[config.mk]
export PLATFORM = sky130hd
export DESIGN_NAME = write_buffer_fifo
export DESIGN_NICKNAME = d
export VERILOG_FILES = /design/src/rtl/wb_pkg.sv /design/src/rtl/wb_tag_match.sv /design/src/rtl/write_buffer_fifo.sv
export SDC_FILE = /design/constraint.sdc
export NUM_CORES = 2
export LEC_CHECK = 0
export ABC_AREA = 1
export ABC_CLOCK_PERIOD_IN_PS = 32600
export BUFFER_PORTS_ARGS = -buffer_cell sky130_fd_sc_hd__buf_2
export CORE_MARGIN = 1.5
export CORE_UTILIZATION = 30
export DETAILED_ROUTE_END_ITERATION = 10
export PLACE_DENSITY = 0.53
export SLEW_MARGIN = 20
export SYNTH_ARGS = -nofsm -noshare
export SYNTH_HDL_FRONTEND = slang
export SYNTH_SLANG_ARGS = --single-unit
[constraint.sdc]
create_clock -name clk -period 32.6 [get_ports clk]
set_input_delay 3.26 -clock clk [delete_from_list [all_inputs] [get_ports clk]]
set_output_delay 3.26 -clock clk [all_outputs]
set_load 0.02 [all_outputs]
[src/rtl/wb_pkg.sv]
// Shared widths, state codes and helpers for the write buffer FIFO.
// Included by every write buffer file; optional macro WB_READ_FORWARD_EN.
package wb_pkg;

  localparam int WB_DEPTH    = 8;
  localparam int WB_ADDR_W   = 32;
  localparam int WB_LINE_W   = 256;
  localparam int WB_OFFSET_W = 5;

  localparam logic [1:0] STATE_EMPTY   = 2'd0;
  localparam logic [1:0] STATE_WORKING = 2'd1;
  localparam logic [1:0] STATE_FULL    = 2'd2;

  localparam logic HIT_SUCCESS = 1'b1;
  localparam logic HIT_FAIL    = 1'b0;

  function automatic logic [1:0] fifo_state(
    input int unsigned cnt,
    input int unsigned depth
  );
    if (cnt == 0)
      return STATE_EMPTY;
    else if (cnt == depth)
      return STATE_FULL;
    else
      return STATE_WORKING;
  endfunction

endpackage

[src/rtl/wb_tag_match.sv]
// Parallel tag compare over all buffer entries.
// Yields a one-hot match vector and an any-hit flag.
module wb_tag_match
  import wb_pkg::*;
#(
  parameter int DEPTH = WB_DEPTH,
  parameter int TAG_W = WB_ADDR_W - WB_OFFSET_W
) (
  input  logic [TAG_W-1:0]             tag,
  input  logic [DEPTH-1:0]             valid,
  input  logic [DEPTH-1:0][TAG_W-1:0]  tags,
  output logic [DEPTH-1:0]             match,
  output logic                         hit
);

  always_comb begin
    match = '0;
    for (int i = 0; i < DEPTH; i++)
      match[i] = valid[i] && (tags[i] == tag);
  end

  assign hit = (|match) ? HIT_SUCCESS : HIT_FAIL;

endmodule

[src/rtl/write_buffer_fifo.sv]
// Circular buffer of dirty cache lines feeding the AXI write adapter.
// Define WB_READ_FORWARD_EN to forward same-cycle write data to snoops.
module write_buffer_fifo
  import wb_pkg::*;
#(
  parameter int DEPTH    = WB_DEPTH,
  parameter int ADDR_W   = WB_ADDR_W,
  parameter int LINE_W   = WB_LINE_W,
  parameter int OFFSET_W = WB_OFFSET_W
) (
  input  logic              clk,
  input  logic              rst,
  input  logic              cpu_wreq_i,
  input  logic [ADDR_W-1:0] cpu_awaddr_i,
  input  logic [LINE_W-1:0] cpu_wdata_i,
  output logic              write_hit_o,
  input  logic              cpu_rreq_i,
  input  logic [ADDR_W-1:0] cpu_araddr_i,
  output logic              read_hit_o,
  output logic [LINE_W-1:0] cpu_rdata_o,
  output logic [1:0]        state_o,
  output logic              mem_wen_o,
  output logic [LINE_W-1:0] mem_wdata_o,
  output logic [ADDR_W-1:0] mem_awaddr_o,
  input  logic              mem_bvalid_i
);

  localparam int PTR_W = $clog2(DEPTH);
  localparam int TAG_W = ADDR_W - OFFSET_W;
  localparam logic [PTR_W:0] FULL_CNT = (PTR_W+1)'(DEPTH);

  logic [DEPTH-1:0]             valid_q;
  logic [DEPTH-1:0][TAG_W-1:0]  tag_q;
  logic [LINE_W-1:0]            data_q [DEPTH];
  logic [PTR_W-1:0]             head_q;
  logic [PTR_W-1:0]             tail_q;
  logic [PTR_W:0]               count_q;
  logic                         rewrite_q;

  logic [TAG_W-1:0]  wr_tag;
  logic [TAG_W-1:0]  rd_tag;
  logic [DEPTH-1:0]  wr_match;
  logic [DEPTH-1:0]  rd_match;
  logic              wr_hit;
  logic              rd_hit;
  logic [LINE_W-1:0] rd_line;
  logic              empty;
  logic              full;
  logic              head_rw;
  logic              pop;
  logic              push;
  logic              unused_offset;

  assign wr_tag = cpu_awaddr_i[ADDR_W-1:OFFSET_W];
  assign rd_tag = cpu_araddr_i[ADDR_W-1:OFFSET_W];
  assign unused_offset = ^{cpu_awaddr_i[OFFSET_W-1:0],
                           cpu_araddr_i[OFFSET_W-1:0]};

  wb_tag_match #(.DEPTH(DEPTH), .TAG_W(TAG_W)) u_wr_match (
    .tag   (wr_tag),
    .valid (valid_q),
    .tags  (tag_q),
    .match (wr_match),
    .hit   (wr_hit)
  );

  wb_tag_match #(.DEPTH(DEPTH), .TAG_W(TAG_W)) u_rd_match (
    .tag   (rd_tag),
    .valid (valid_q),
    .tags  (tag_q),
    .match (rd_match),
    .hit   (rd_hit)
  );

  assign empty   = (count_q == '0);
  assign full    = (count_q == FULL_CNT);
  assign head_rw = cpu_wreq_i && wr_hit && wr_match[head_q];

  // A head rewrite, pending or concurrent, turns bvalid into a re-send.
  assign pop  = mem_bvalid_i && !empty && !rewrite_q && !head_rw;
  assign push = cpu_wreq_i && !wr_hit && (!full || pop);

  always_comb begin
    rd_line = '0;
    for (int i = 0; i < DEPTH; i++)
      if (rd_match[i])
        rd_line = rd_line | data_q[i];
  end

  assign state_o      = fifo_state(32'(count_q), DEPTH);
  assign mem_wen_o    = !empty;
  assign mem_wdata_o  = empty ? '0 : data_q[head_q];
  assign mem_awaddr_o = empty ? '0
                      : {tag_q[head_q], {OFFSET_W{1'b0}}};

  always_ff @(posedge clk) begin
    for (int i = 0; i < DEPTH; i++) begin
      if (cpu_wreq_i && wr_match[i])
        data_q[i] <= cpu_wdata_i;
      else if (push && tail_q == PTR_W'(i)) begin
        data_q[i] <= cpu_wdata_i;
        tag_q[i]  <= wr_tag;
      end
    end
  end

  always_ff @(posedge clk or posedge rst) begin
    if (rst) begin
      valid_q     <= '0;
      head_q      <= '0;
      tail_q      <= '0;
      count_q     <= '0;
      rewrite_q   <= 1'b0;
      write_hit_o <= 1'b0;
      read_hit_o  <= 1'b0;
      cpu_rdata_o <= '0;
    end else begin
      // When full, pop and push share a slot; push must win the valid bit.
      if (pop) begin
        valid_q[head_q] <= 1'b0;
        head_q          <= head_q + 1'b1;
      end
      if (push) begin
        valid_q[tail_q] <= 1'b1;
        tail_q          <= tail_q + 1'b1;
      end
      if (push && !pop)
        count_q <= count_q + 1'b1;
      else if (pop && !push)
        count_q <= count_q - 1'b1;

      if (mem_bvalid_i && !empty)
        rewrite_q <= 1'b0;
      else if (head_rw)
        rewrite_q <= 1'b1;

      write_hit_o <= cpu_wreq_i && wr_hit;

      if (cpu_rreq_i) begin
`ifdef WB_READ_FORWARD_EN
        if (cpu_wreq_i && rd_tag == wr_tag) begin
          read_hit_o  <= HIT_SUCCESS;
          cpu_rdata_o <= cpu_wdata_i;
        end else begin
          read_hit_o  <= rd_hit;
          cpu_rdata_o <= rd_line;
        end
`else
        read_hit_o  <= rd_hit;
        cpu_rdata_o <= rd_line;
`endif
      end else begin
        read_hit_o <= HIT_FAIL;
      end
    end
  end

endmodule

==> flow_summary.json <==
{
  "num_io_pins": 874,
  "tightest_slew_ns": 1.22,
  "synthCells": 10959,
  "internal_power_mw": 6.85,
  "nFillCells": 38109,
  "grt_start_max_net_pins": 117,
  "io_buffers": 858,
  "drive_gt1_share_pct": 14.4,
  "swShare_pct": 39.3,
  "fmax_ghz": 0.103,
  "rsz0062_at_grt": "false",
  "slew_headroom_pct": 18.4,
  "grt-ovfl-total": 0,
  "layout_common_cells": "nand2_1 (2731), edfxtp_1 (2264), nand3_1 (1077)",
  "period_needed_ns": 9.73,
  "clock-root-buffer": "clkbuf_16",
  "crit_path_end_kind": "flip-flop",
  "cts_buffers": 306,
  "report.final.slew_viol_count": 0,
  "hold_class": "flip-flop to flip-flop",
  "grt_pass1_vias": 90989,
  "critical_path_required_ns": 33.17,
  "cellPowerDensity_mw_per_mm2": 83.3,
  "drc_errors": 0,
  "synth_cell_types": 50,
  "crit_slowest_cell": "o21ai_4",
  "finalSetupViolations": 0,
  "layout.nets": 11987,
  "p_switching_mw": 4.44,
  "layout_setup_ws_ns": 22.87,
  "power.leakage_nw": 51.1,
  "critPathLaunchType": "input port",
  "grt_usage_pct": 26.7,
  "async_flop_share_pct": 10.9,
  "fin_tns_setup_ns": 0,
  "cp.arrival_ns": 10.30,
  "clockBufferDepth": 4,
  "viasPerCell": 5.60,
  "cap_violations": 0,
  "rows": 227,
  "critPathMaxStageDelay_ns": 0.89,
  "cts_tree": "done",
  "mostFrequentLayoutCell": "nand2_1",
  "fp.dieW_um": 623,
  "cts_sinks": 2541,
  "num_vias": 95209,
  "drt_pre_antenna_iters": 6,
  "gp_congestion": 0.969,
  "status": "finished, final reports clean",
  "pre_cts_slack_ns": 21.99,
  "postCtsSetupRepairBufs": 0,
  "post_drt_wl_per_cell_um": 31.7,
  "initial_core_util_pct": 30.2,
  "ir_drop_mv": 0.0688,
  "htree_levels": 5,
  "area_growth_pct": 17.5,
  "coreArea_mm2": 0.383,
  "synth_area_mm2": 0.115,
  "comb_power_share_pct": 32.3,
  "synth_edf_count": 2264,
  "post-dp-hpwl_um": 329000,
  "ctsResizeCount": 0,
  "finalHoldViolations": 0,
  "hold_buffers": 0,
  "clk-insertion-delay-late_ns": 0.96,
  "synth_flop_cell": "edfxtp_1",
  "antenna_found_initial": 138,
  "p_seq_share_pct": 37.0,
  "synth-seq-cells": 2541,
  "period_share_pct": 29.9,
  "die_area_mm2": 0.388,
  "die_y_um": 623,
  "crit_type": "input port to flip-flop",
  "clkTransAtPathRegs_ns": 0.06,
  "path_cells": "buf_2, inv_1, nor2_1, nor2_1, nand2_1, nor2_1, nand2_1, nor2_1, nor2_1, nand2_1, nor2_1, nor2_2, nand2_1, nand2_1, nand2_1, nand2_2, o21ai_4, buf_4, buf_4, buf_4",
  "yosysSeqAreaShare_pct": 64.9,
  "avgSynthCellArea_um2": 10.5,
  "wirelength_um": 539000,
  "p_clk_share_pct": 30.7,
  "yosysWarnings": 0,
  "worst-path-max-fanout": 46,
  "drt_iter0_drc": 12025,
  "grt_pass1_wl_um": 732000,
  "finalClockSkew_ns": 0.0834,
  "ant_nets": 0
}
==> worst paths after layout <==
path                                  from                to  slack, ns  cells past startpoint
hold / removal             cpu_rdata_o[79]   cpu_rdata_o[79]       0.47                      2
min in group asynchronous              rst  cpu_rdata_o[235]       2.42                      2
max in group asynchronous              rst  cpu_rdata_o[254]      27.33                      5
hold reg to reg            cpu_rdata_o[79]   cpu_rdata_o[79]       0.47                      2
setup / recovery           cpu_awaddr_i[7]    data_q[7][153]      22.87                     20
setup reg to reg                 head_q[0]    data_q[7][153]      24.29                     15
==> cells in the mapped netlist, types with 12 or more instances <==
cell | number | share of area, %
nand4_1 | 97 | 0.53
nand3_1 | 1077 | 4.7
xor2_1 | 46 | 0.35
o21ai_1 | 58 | 0.25
a22o_1 | 98 | 0.74
nor2_1 | 784 | 2.6
nor4_1 | 31 | 0.17
buf_2 | 150 | 0.65
nor3b_1 | 12 | 0.078
o22ai_1 | 84 | 0.46
inv_2 | 16 | 0.052
inv_1 | 710 | 2.3
a22oi_1 | 270 | 1.8
clkbuf_1 | 435 | 1.4
o2bb2ai_1 | 22 | 0.17
nand2_1 | 2736 | 8.9
xnor2_1 | 66 | 0.50
o21ai_0 | 377 | 1.6
edfxtp_1 | 2264 | 59
buf_1 | 74 | 0.24
a41oi_1 | 205 | 1.6
buf_4 | 19 | 0.12
nor3_1 | 36 | 0.16
or2_2 | 126 | 0.68
a21oi_1 | 465 | 2.0
dfrtp_1 | 277 | 6.0
a221oi_1 | 314 | 2.4
a31oi_1 | 41 | 0.22
==> flip-flops by register name, indices dropped and copies added (netlist names) <==
name / flops
count_q: 4
cpu_rdata_o: 256
data_q: 2048
head_q: 3
read_hit_o: 1
rewrite_q: 1
tag_q: 216
tail_q: 3
valid_q: 8
write_hit_o: 1
==> power by group through the flow <==
stage	Sequential [mW]	Clock (mW)	Combinational, mW
after floorplan	4.49	0	1.79
after global placement	4.23	0	3.61
after detailed placement	4.24	0	3.61
after CTS	4.17	3.50	3.62
after global routing	4.21	3.62	3.75
final	4.18	3.46	3.65
==> cell type report <==
class / count / area [um^2] / share of cell area (%)
diodes: 65 / 163 / 0.120
clock buffers: 404 / 8380 / 6.18
clock inverters: 158 / 1750 / 1.29
inverters: 731 / 2800 / 2.06
multi-input cells: 7012 / 35200 / 26.0
flip-flops and latches: 2541 / 74900 / 55.3
well taps: 5038 / 6300 / 4.65
repair buffers: 1059 / 5980 / 4.41
==> critical path, delay by kind of cell <==
family	cells	cell delay (ns)
AO/OA/AOI/OAI	1	0.89
buffers and inverters	5	3.54
AND/OR/NAND/NOR	14	2.32
==> stage by stage <==
stage	hold slack [ns]	util (%)	power (mW)	cell area (um^2)	std cells
after CTS	0.472	35.4	11.3	135000	16943
after floorplan	0.470	-	6.28	115000	10963
after global routing	0.494	35.4	11.6	135000	16985
final	0.472	35.4	11.3	136000	17008
after global placement	0.454	32.7	7.85	125000	16381
after detailed placement	0.457	32.7	7.84	125000	16381
==> kinds of logic (layout without fill, tap and decap cells) <==
kind of cell,after synthesis,count (layout),synth area share [%]
flip-flops,2541,2541,64.9
other,1,70,0.00325
multiplexers,1,1,0.00976
AND/OR/NAND/NOR,4926,4926,17.9
XOR/XNOR,112,112,0.850
adder cells (fa/ha/maj),11,11,0.126
buffers and inverters,1410,2352,4.81
AO/OA/AOI/OAI,1957,1957,11.4
==> routing by layer <==
layer  global-route usage [%]  vias up  wire [um]
li1                         -    40597          -
met1                     34.9    47660     213000
met2                     41.6     5702     242000
met3                     5.02     1198      50800
met4                     15.1       52      33200
met5                        0        -        331
Power figures use the tool's default switching activity.
